`src/rtl/ascon_perm_core_if.sv`:
```
// rtl/ascon_perm_core_if.sv - request/response bundle for the Ascon permutation core
interface ascon_perm_core_if;
   logic         in_valid;
   logic         in_ready;
   logic [1:0]   rounds_sel;
   logic [319:0] state_in;
   logic         out_valid;
   logic         out_ready;
   logic [319:0] state_out;
   logic         busy;

   modport master (
      output in_valid, rounds_sel, state_in, out_ready,
      input  in_ready, out_valid, state_out, busy
   );

   modport slave (
      input  in_valid, rounds_sel, state_in, out_ready,
      output in_ready, out_valid, state_out, busy
   );
endinterface

```
`src/rtl/ascon_perm_core.sv`:
```
// rtl/ascon_perm_core.sv - iterative Ascon p12/p8/p6 permutation, UNROLL rounds per clock
module ascon_perm_core #(
   parameter int UNROLL = 1
) (
   input  logic               clk,
   input  logic               rst_n,
   ascon_perm_core_if.slave   bus
);

   if (UNROLL < 1 || UNROLL > 4) begin : g_bad_unroll
      $error("ascon_perm_core: UNROLL must be 1, 2, 3 or 4");
   end

   typedef enum logic [1:0] {
      IDLE = 2'd0,
      RUN  = 2'd1,
      DONE = 2'd2
   } fsm_t;

   fsm_t         fsm_q;
   logic [319:0] state_q;
   logic [3:0]   rnd_q;
   logic         in_ready_q;
   logic         out_valid_q;
   logic         busy_q;

   logic [319:0] state_d;
   logic [3:0]   rnd_d;
   logic [3:0]   start_rnd;

   // One full Ascon round: constant addition, bit-sliced S-box, linear diffusion.
   function automatic logic [319:0] ascon_round(input logic [319:0] s, input logic [3:0] r);
      logic [63:0] x0, x1, x2, x3, x4;
      logic [63:0] t0, t1, t2, t3, t4;
      x0 = s[319:256];
      x1 = s[255:192];
      x2 = s[191:128];
      x3 = s[127:64];
      x4 = s[63:0];
      x2[7:0] = x2[7:0] ^ {4'd15 - r, r};
      x0 = x0 ^ x4;
      x4 = x4 ^ x3;
      x2 = x2 ^ x1;
      t0 = ~x0 & x1;
      t1 = ~x1 & x2;
      t2 = ~x2 & x3;
      t3 = ~x3 & x4;
      t4 = ~x4 & x0;
      x0 = x0 ^ t1;
      x1 = x1 ^ t2;
      x2 = x2 ^ t3;
      x3 = x3 ^ t4;
      x4 = x4 ^ t0;
      x1 = x1 ^ x0;
      x0 = x0 ^ x4;
      x3 = x3 ^ x2;
      x2 = ~x2;
      x0 = x0 ^ {x0[18:0], x0[63:19]} ^ {x0[27:0], x0[63:28]};
      x1 = x1 ^ {x1[60:0], x1[63:61]} ^ {x1[38:0], x1[63:39]};
      x2 = x2 ^ {x2[0],    x2[63:1]}  ^ {x2[5:0],  x2[63:6]};
      x3 = x3 ^ {x3[9:0],  x3[63:10]} ^ {x3[16:0], x3[63:17]};
      x4 = x4 ^ {x4[6:0],  x4[63:7]}  ^ {x4[40:0], x4[63:41]};
      return {x0, x1, x2, x3, x4};
   endfunction

   // Chain of UNROLL rounds; slots past round 11 leave the state untouched.
   logic [319:0] stage [UNROLL+1];
   assign stage[0] = state_q;

   for (genvar i = 0; i < UNROLL; i++) begin : g_round
      logic [3:0] r_idx;
      assign r_idx      = rnd_q + 4'(i);
      assign stage[i+1] = (r_idx < 4'd12) ? ascon_round(stage[i], r_idx) : stage[i];
   end

   // Next datapath values: saturate the round counter at 12 on the last cycle.
   always_comb begin
      state_d = stage[UNROLL];
      rnd_d   = (rnd_q >= 4'(12 - UNROLL)) ? 4'd12 : rnd_q + 4'(UNROLL);
      case (bus.rounds_sel)
         2'd1:    start_rnd = 4'd4;
         2'd2:    start_rnd = 4'd6;
         default: start_rnd = 4'd0;
      endcase
   end

   // Control FSM with registered handshake outputs; owns the state register and round counter.
   always_ff @(posedge clk) begin
      if (!rst_n) begin
         fsm_q       <= IDLE;
         state_q     <= '0;
         rnd_q       <= '0;
         in_ready_q  <= 1'b1;
         out_valid_q <= 1'b0;
         busy_q      <= 1'b0;
      end else begin
         case (fsm_q)
            IDLE: begin
               if (bus.in_valid) begin
                  state_q    <= bus.state_in;
                  rnd_q      <= start_rnd;
                  fsm_q      <= RUN;
                  in_ready_q <= 1'b0;
                  busy_q     <= 1'b1;
               end
            end
            RUN: begin
               state_q <= state_d;
               rnd_q   <= rnd_d;
               if (rnd_d == 4'd12) begin
                  fsm_q       <= DONE;
                  busy_q      <= 1'b0;
                  out_valid_q <= 1'b1;
               end
            end
            DONE: begin
               if (bus.out_ready) begin
                  fsm_q       <= IDLE;
                  out_valid_q <= 1'b0;
                  in_ready_q  <= 1'b1;
               end
            end
            default: begin
               fsm_q       <= IDLE;
               in_ready_q  <= 1'b1;
               out_valid_q <= 1'b0;
               busy_q      <= 1'b0;
            end
         endcase
      end
   end

   assign bus.in_ready  = in_ready_q;
   assign bus.out_valid = out_valid_q;
   assign bus.state_out = state_q;
   assign bus.busy      = busy_q;

endmodule
```
`src/flat_wrapper.sv`:
```
// flat-port wrapper written by rule: the top's interface ports become plain ports
module ascon_perm_core_flat 
#(
   parameter int UNROLL = 1
)
  (clk, rst_n, bus_in_valid, bus_rounds_sel, bus_state_in, bus_out_ready, bus_in_ready, bus_out_valid, bus_state_out, bus_busy);
  ascon_perm_core_if bus_i ();
  input  logic clk;
  input  logic rst_n;
  input wire logic [$bits(bus_i.in_valid)-1:0] bus_in_valid;
  input wire logic [$bits(bus_i.rounds_sel)-1:0] bus_rounds_sel;
  input wire logic [$bits(bus_i.state_in)-1:0] bus_state_in;
  input wire logic [$bits(bus_i.out_ready)-1:0] bus_out_ready;
  output wire logic [$bits(bus_i.in_ready)-1:0] bus_in_ready;
  output wire logic [$bits(bus_i.out_valid)-1:0] bus_out_valid;
  output wire logic [$bits(bus_i.state_out)-1:0] bus_state_out;
  output wire logic [$bits(bus_i.busy)-1:0] bus_busy;
  assign bus_i.in_valid = bus_in_valid;
  assign bus_i.rounds_sel = bus_rounds_sel;
  assign bus_i.state_in = bus_state_in;
  assign bus_i.out_ready = bus_out_ready;
  assign bus_in_ready = bus_i.in_ready;
  assign bus_out_valid = bus_i.out_valid;
  assign bus_state_out = bus_i.state_out;
  assign bus_busy = bus_i.busy;
  ascon_perm_core #(.UNROLL(UNROLL)) u_core (.clk(clk), .rst_n(rst_n), .bus(bus_i));
endmodule
```
`config.mk`:
```
export PLATFORM = sky130hd
export DESIGN_NAME = ascon_perm_core_flat
export DESIGN_NICKNAME = d
export VERILOG_FILES = /design/src/rtl/ascon_perm_core_if.sv /design/src/rtl/ascon_perm_core.sv /design/src/flat_wrapper.sv
export SDC_FILE = /design/constraint.sdc
export NUM_CORES = 2
export LEC_CHECK = 0
export BUFFER_PORTS_ARGS = -buffer_cell sky130_fd_sc_hd__buf_2
export CAP_MARGIN = 10
export CORE_AREA = 2 2 250 252
export CTS_CLUSTER_DIAMETER = 60
export DETAILED_ROUTE_END_ITERATION = 10
export DIE_AREA = 0 0 252 254
export HOLD_SLACK_MARGIN = 0.1
export PLACE_DENSITY = 0.74
export REMOVE_ABC_BUFFERS = 1
export SKIP_CTS_REPAIR_TIMING = 1
export SLEW_MARGIN = 10
export SYNTH_ARGS = -nofsm -noshare
export SYNTH_HDL_FRONTEND = slang
export SYNTH_SLANG_ARGS = --single-unit
```
`constraint.sdc`:
```
create_clock -name clk -period 2.8 [get_ports clk]
set_input_delay 0.14 -clock clk [delete_from_list [all_inputs] [get_ports clk]]
set_output_delay 0.14 -clock clk [all_outputs]
set_load 0.02 [all_outputs]
```
After elaboration in Yosys (flattened, before gate mapping)
Index checks and enable logic that the tools add are counted.
Widths: inputs -> output; s select.

cells by class
  add/subtract/negate cells = 2
  magnitude comparators = 2
  equality and inequality tests = 9
  mux-type cells = 20
  bitwise logic cells = 36
  reduce and logical (&&, ||, !) cells = 8

operator list
  kind                 count
  $xor 64x64->64       21
  $mux 320             2
  $pmux 320 s2         1
  $not 64->64          6
  $and 64x64->64       5
  $reduce_and 3->1     5
  $pmux 1 s3           3
  $mux 4               2
  $pmux 4 s2           1
  $xor 8x8->8          1
  $mux 1               6
  $mux 2               3
  $pmux 2 s3           1
  $pmux 3 s2           1
  $add 4x1->4 const B  1
  $eq 2x1->1 const B   2
  $eq 2x2->1 const B   2
  $eq 4x4->1 const B   1
  $ge 4x4->1 const B   1
  $lt 4x4->1 const B   1
  $ne 2x1->1 const B   2
  $ne 2x2->1 const B   2
  $sub 4x4->4 const A  1
  $not 1->1            3
  other kinds (3)      3

word-level totals
  register bits = 329
  input port bits = 326
  output and inout bits = 323
  logic and storage cells = 83

Depth between registers and ports, before layout
  depth after elaboration = 11
  gate-level depth with buffers = 9
  gate-level depth less buffers = 8

Least setup slack after synthesis
Ideal clock, no wire load.

  path kind = register -> register
  from = register u_core.state_q[111] (netlist: u_core.bus.state_out[111])
  to = register u_core.state_q[303] (netlist: u_core.bus.state_out[303])
  library setup time = 0.081 ns
  data arrival time = 2.022 ns
  required time = 2.719 ns
  setup slack = 0.697 ns
  cell stages (with the launch flop) = 8
  buffers on the path = 0
  clock period less this slack = 2.103 ns
  path through = dfxtp_1 -> inv_1 -> ha_1 -> xor2_1 -> xnor2_1 -> xor2_1 -> or3_1 -> a41oi_1

between the ends
  word-level cells in the longest chain between the ends = 7

ends and longest elaborated chain
  element                      line                    RTL
  from (decl)                  ascon_perm_core.sv:21   logic [319:0] state_q;
  from (signal assigned)       ascon_perm_core.sv:100  state_q <= bus.state_in;
  from (signal assigned)       ascon_perm_core.sv:108  state_q <= state_d;
  $xor 64x64->64               ascon_perm_core.sv:42   x4 = x4 ^ x3;
  $xor 64x64->64               ascon_perm_core.sv:53   x4 = x4 ^ t0;
  $xor 64x64->64               ascon_perm_core.sv:55   x0 = x0 ^ x4;
  $xor 64x64->64 (2 in a row)  ascon_perm_core.sv:58   x0 = x0 ^ {x0[18:0], x0[63:19]} ^ {x0[27:0], x0[63:28]};
  $mux 320                     ascon_perm_core.sv:73   assign stage[i+1] = (r_idx < 4'd12) ? ascon_round(stage[i], r_idx) : stage[i];
  $pmux 320 s2                 ascon_perm_core.sv:97   case (fsm_q)

Every way passes these cells. The select of a mux whose other input is x is not followed.
A chain may end at the register's enable or synchronous reset.

Worst setup path after layout
  from = register u_core.state_q[91] (netlist: u_core.bus.state_out[91])
  to = register u_core.state_q[319] (netlist: u_core.bus.state_out[319])

between the ends
  word-level cells in the longest chain between the ends = 6

ends and longest elaborated chain
  element         line
  $xor 64x64->64  ascon_perm_core.sv:42
  $xor 64x64->64  ascon_perm_core.sv:53
  $xor 64x64->64  ascon_perm_core.sv:55
  $xor 64x64->64  ascon_perm_core.sv:58
  $mux 320        ascon_perm_core.sv:73
  $pmux 320 s2    ascon_perm_core.sv:97

Every way passes these cells. The select of a mux whose other input is x is not followed.

==> summary.txt <==
Synthesis
  – Sequential area share after synthesis: 0.217
  – Post-synth top flop: dfxtp_1
  – Area fraction of the dominant cell type after synthesis: 0.217
  – Distinct cells, synth: 44
  – Post-synth ARST share: 0
  – Synth area leader: dfxtp_1
  – Flops & latches, synth: around 330
  – Mapped Area: 30400 sq um
  – Synth cell count leaders: xnor2_1 (532), nor2_1 (347), dfxtp_1 (329), nand2_1 (326), xor2_1 (276)
  – Post-synthesis cell count: 3573
  – Number of synthesized flops with an enable pin: 0
  – Synth area leaders: dfxtp_1 (22%), xnor2_1 (15%), xor2_1 (8.0%)
  – Avg Inst Size Synth: 8.50 sq um
  – Count leader, synth: xnor2_1
  – Ys Warns: 0

Clock tree
  – TritonCTS Sinks: around 330
  – Worst-Skew Late Latency: 0.61 ns
  – H-Tree Depth: 2
  – Clock-pin slew on the worst setup and hold paths: 0.06 ns
  – CTS tree: built
  – CTS max path bufs: 3
  – Root buffer cell: clkbuf_16
  – CTS buffer count: 45

Detailed routing
  – Via count: 33.8k
  – Final WL: 161 mm
  – DR iter-0 viols: 5135
  – Drt via density: between 6 and 7
  – Final ANT Viol Nets: 0
  – DR pass1 iterations: 8
  – DRC violations left: 0
  – WL per Instance: 29.4 um

Floorplanning
  – Core ar.: between 60000 and 70000 sq um
  – Io pins: approximately 650
  – Die H: 254 um
  – Die Footprint: ~64000 sq um
  – Initial Util: 0.496
  – Die X: ~250 um
  – Cell Rows: just over 90

Timing
  – Final setup vio count: 0
  – Slew @ Worst Pin: around 0.99 ns
  – Relative slew slack: 0.336
  – RSZ-0062 raised after global routing: false
  – Max-slew violation count: 0
  – Period utilization: 0.976
  – Min Clock Period, post-route: 2.73 ns
  – Clock skew: approximately 0.032 ns
  – Achievable Freq: between 0.3 and 0.4 GHz
  – Hold slack final: between 0.008 and 0.009 ns
  – Final hold vios: 0
  – Setup TNS Final: 0 ns

Placed design
  – GP Congestion: approximately 1.1
  – Port Buf Inserts: between 600 and 700
  – HPWL Detailed: around 120 mm
  – Placed cells: 5095

Setup path
  – Crit-path most repeated cell: xnor2_1
  – Worst Setup End Kind: flip-flop
  – Critical path's slowest cell: a41oi_1
  – CP arrival: about 3.2 ns
  – Crit path cell chain: inv_1, ha_1, xnor2_1, xnor2_1, xor2_1, or3_1, a41oi_1
  – Worst Setup Start Kind: flip-flop
  – Max FO, Critical Path: 4
  – CP required: approximately 3.2 ns
  – Setup CP Type: flip-flop to flip-flop
  – CP max stage delay: 0.56 ns

Layout
  – Non-Filler Instances: 5483
  – Share of cells above drive strength 1: 0.257
  – Nets: between 5k and 6k
  – Area Growth Syn to Fin: 34.4%

Global route
  – Maximum number of pins on one net before global-route repair: around 120
  – Met3 Use GR: 0.119
  – Gr ovfl total: 0
  – Initial antenna violation count: 6
  – GRT Total Usage: 0.464
  – Met2 usage: 0.690
  – Met1 usage: 0.577
  – GR peak layer: met2
  – First-pass GRT wire length: between 200 and 250 mm
  – Number of global-route vias before repair: between 20k and 30k

Job
  – Max_cap viols: 0

Min path
  – Worst Hold Class: input pin to flip-flop

Status
  – Status: finished, final reports clean
registers in the layout, indices dropped and copies added (netlist names):
signal	flops
u_core.fsm_q	2
u_core.bus.out_valid	1
u_core.bus.busy	1
u_core.bus.in_ready	1
u_core.bus.state_out	320
u_core.rnd_q	4
routing by layer:
metal | wire (um) | part of all wire | vias up
li1 | - | - | 14400
met5 | 22 | 0.00014 | -
met1 | 56800 | 0.35 | 15800
met3 | 21700 | 0.13 | 764
met4 | 15700 | 0.097 | 4
met2 | 67100 | 0.42 | 2873
through the flow:
step	worst slack [ns]	cell area, sq um	util
final	0.0674	40800	0.667
after global placement	0.309	36300	0.592
after CTS	0.251	37800	0.617
after global routing	0.114	40800	0.667
after detailed placement	0.289	36300	0.592
after floorplan	-13.36	29600	-
final cells by class:
cell class / count / area [sq um]
diodes: 3 / 7.51
clock buffers: 58 / 1230
clock inverters: 24 / 283
fillers: 4997 / 20400
inverters: 194 / 728
multi-input cells: 2851 / 22300
flip-flops and latches: 329 / 6590
well taps: 790 / 988
repair buffers: 1234 / 8710
final timing paths:
kind	slack [ns]	depth (start not counted)	end	from
worst max-delay path	0.07	7	u_core.bus.state_out[319]	u_core.bus.state_out[91]
worst min-delay path	0.009	5	u_core.bus.state_out[190]	bus_state_in[190]
worst max register to register	0.07	7	u_core.bus.state_out[319]	u_core.bus.state_out[91]
worst min register to register	0.46	2	u_core.bus.out_valid	u_core.bus.out_valid
cell usage in the layout (no fill, tap or decap), drive strengths merged, types with 3 or more instances in the layout:
cell type,synthesis,layout
o21ai,183,183
clkbuf,149,59
and3,14,14
a31oi,27,27
xnor2,643,643
nand3,151,151
nor2,347,347
a211oi,65,65
ha,130,130
clkinvlp,0,3
or3,128,128
a21oi,92,92
bufinv,0,5
xor2,314,314
dfxtp,329,329
nand2,326,326
dlygate4sd3,0,303
clkinv,0,10
diode,0,3
o32ai,64,64
xnor3,64,64
o211ai,3,3
nand4,27,27
inv,194,200
a41oi,128,128
nand2b,3,3
buf,50,930
o22ai,19,19
maj3,64,64
mux2i,29,29
o221ai,23,23
critical path: cells and delay by family, from the launching register on:
| family | cells | cell delay, ns |
|---|---|---|
| flip-flops | 1 | 0.41 |
| buffers and inverters | 1 | 0.10 |
| AO/OA/AOI/OAI | 1 | 0.56 |
| AND/OR/NAND/NOR | 1 | 0.37 |
| adder cells (fa/ha/maj) | 1 | 0.34 |
| XOR/XNOR | 3 | 0.75 |
cell families after synthesis:
kind of cell	Yosys count	share of synthesized area
adder cells (fa/ha/maj)	194	0.0749
XOR/XNOR	1021	0.361
AND/OR/NAND/NOR	1000	0.144
multiplexers	29	0.00956
AO/OA/AOI/OAI	607	0.143
flip-flops	329	0.217
buffers and inverters	393	0.0503
Power is left out: the tool's default activity adds up to more than one toggle a clock period on the data nets, which glitch-free logic cannot reach.
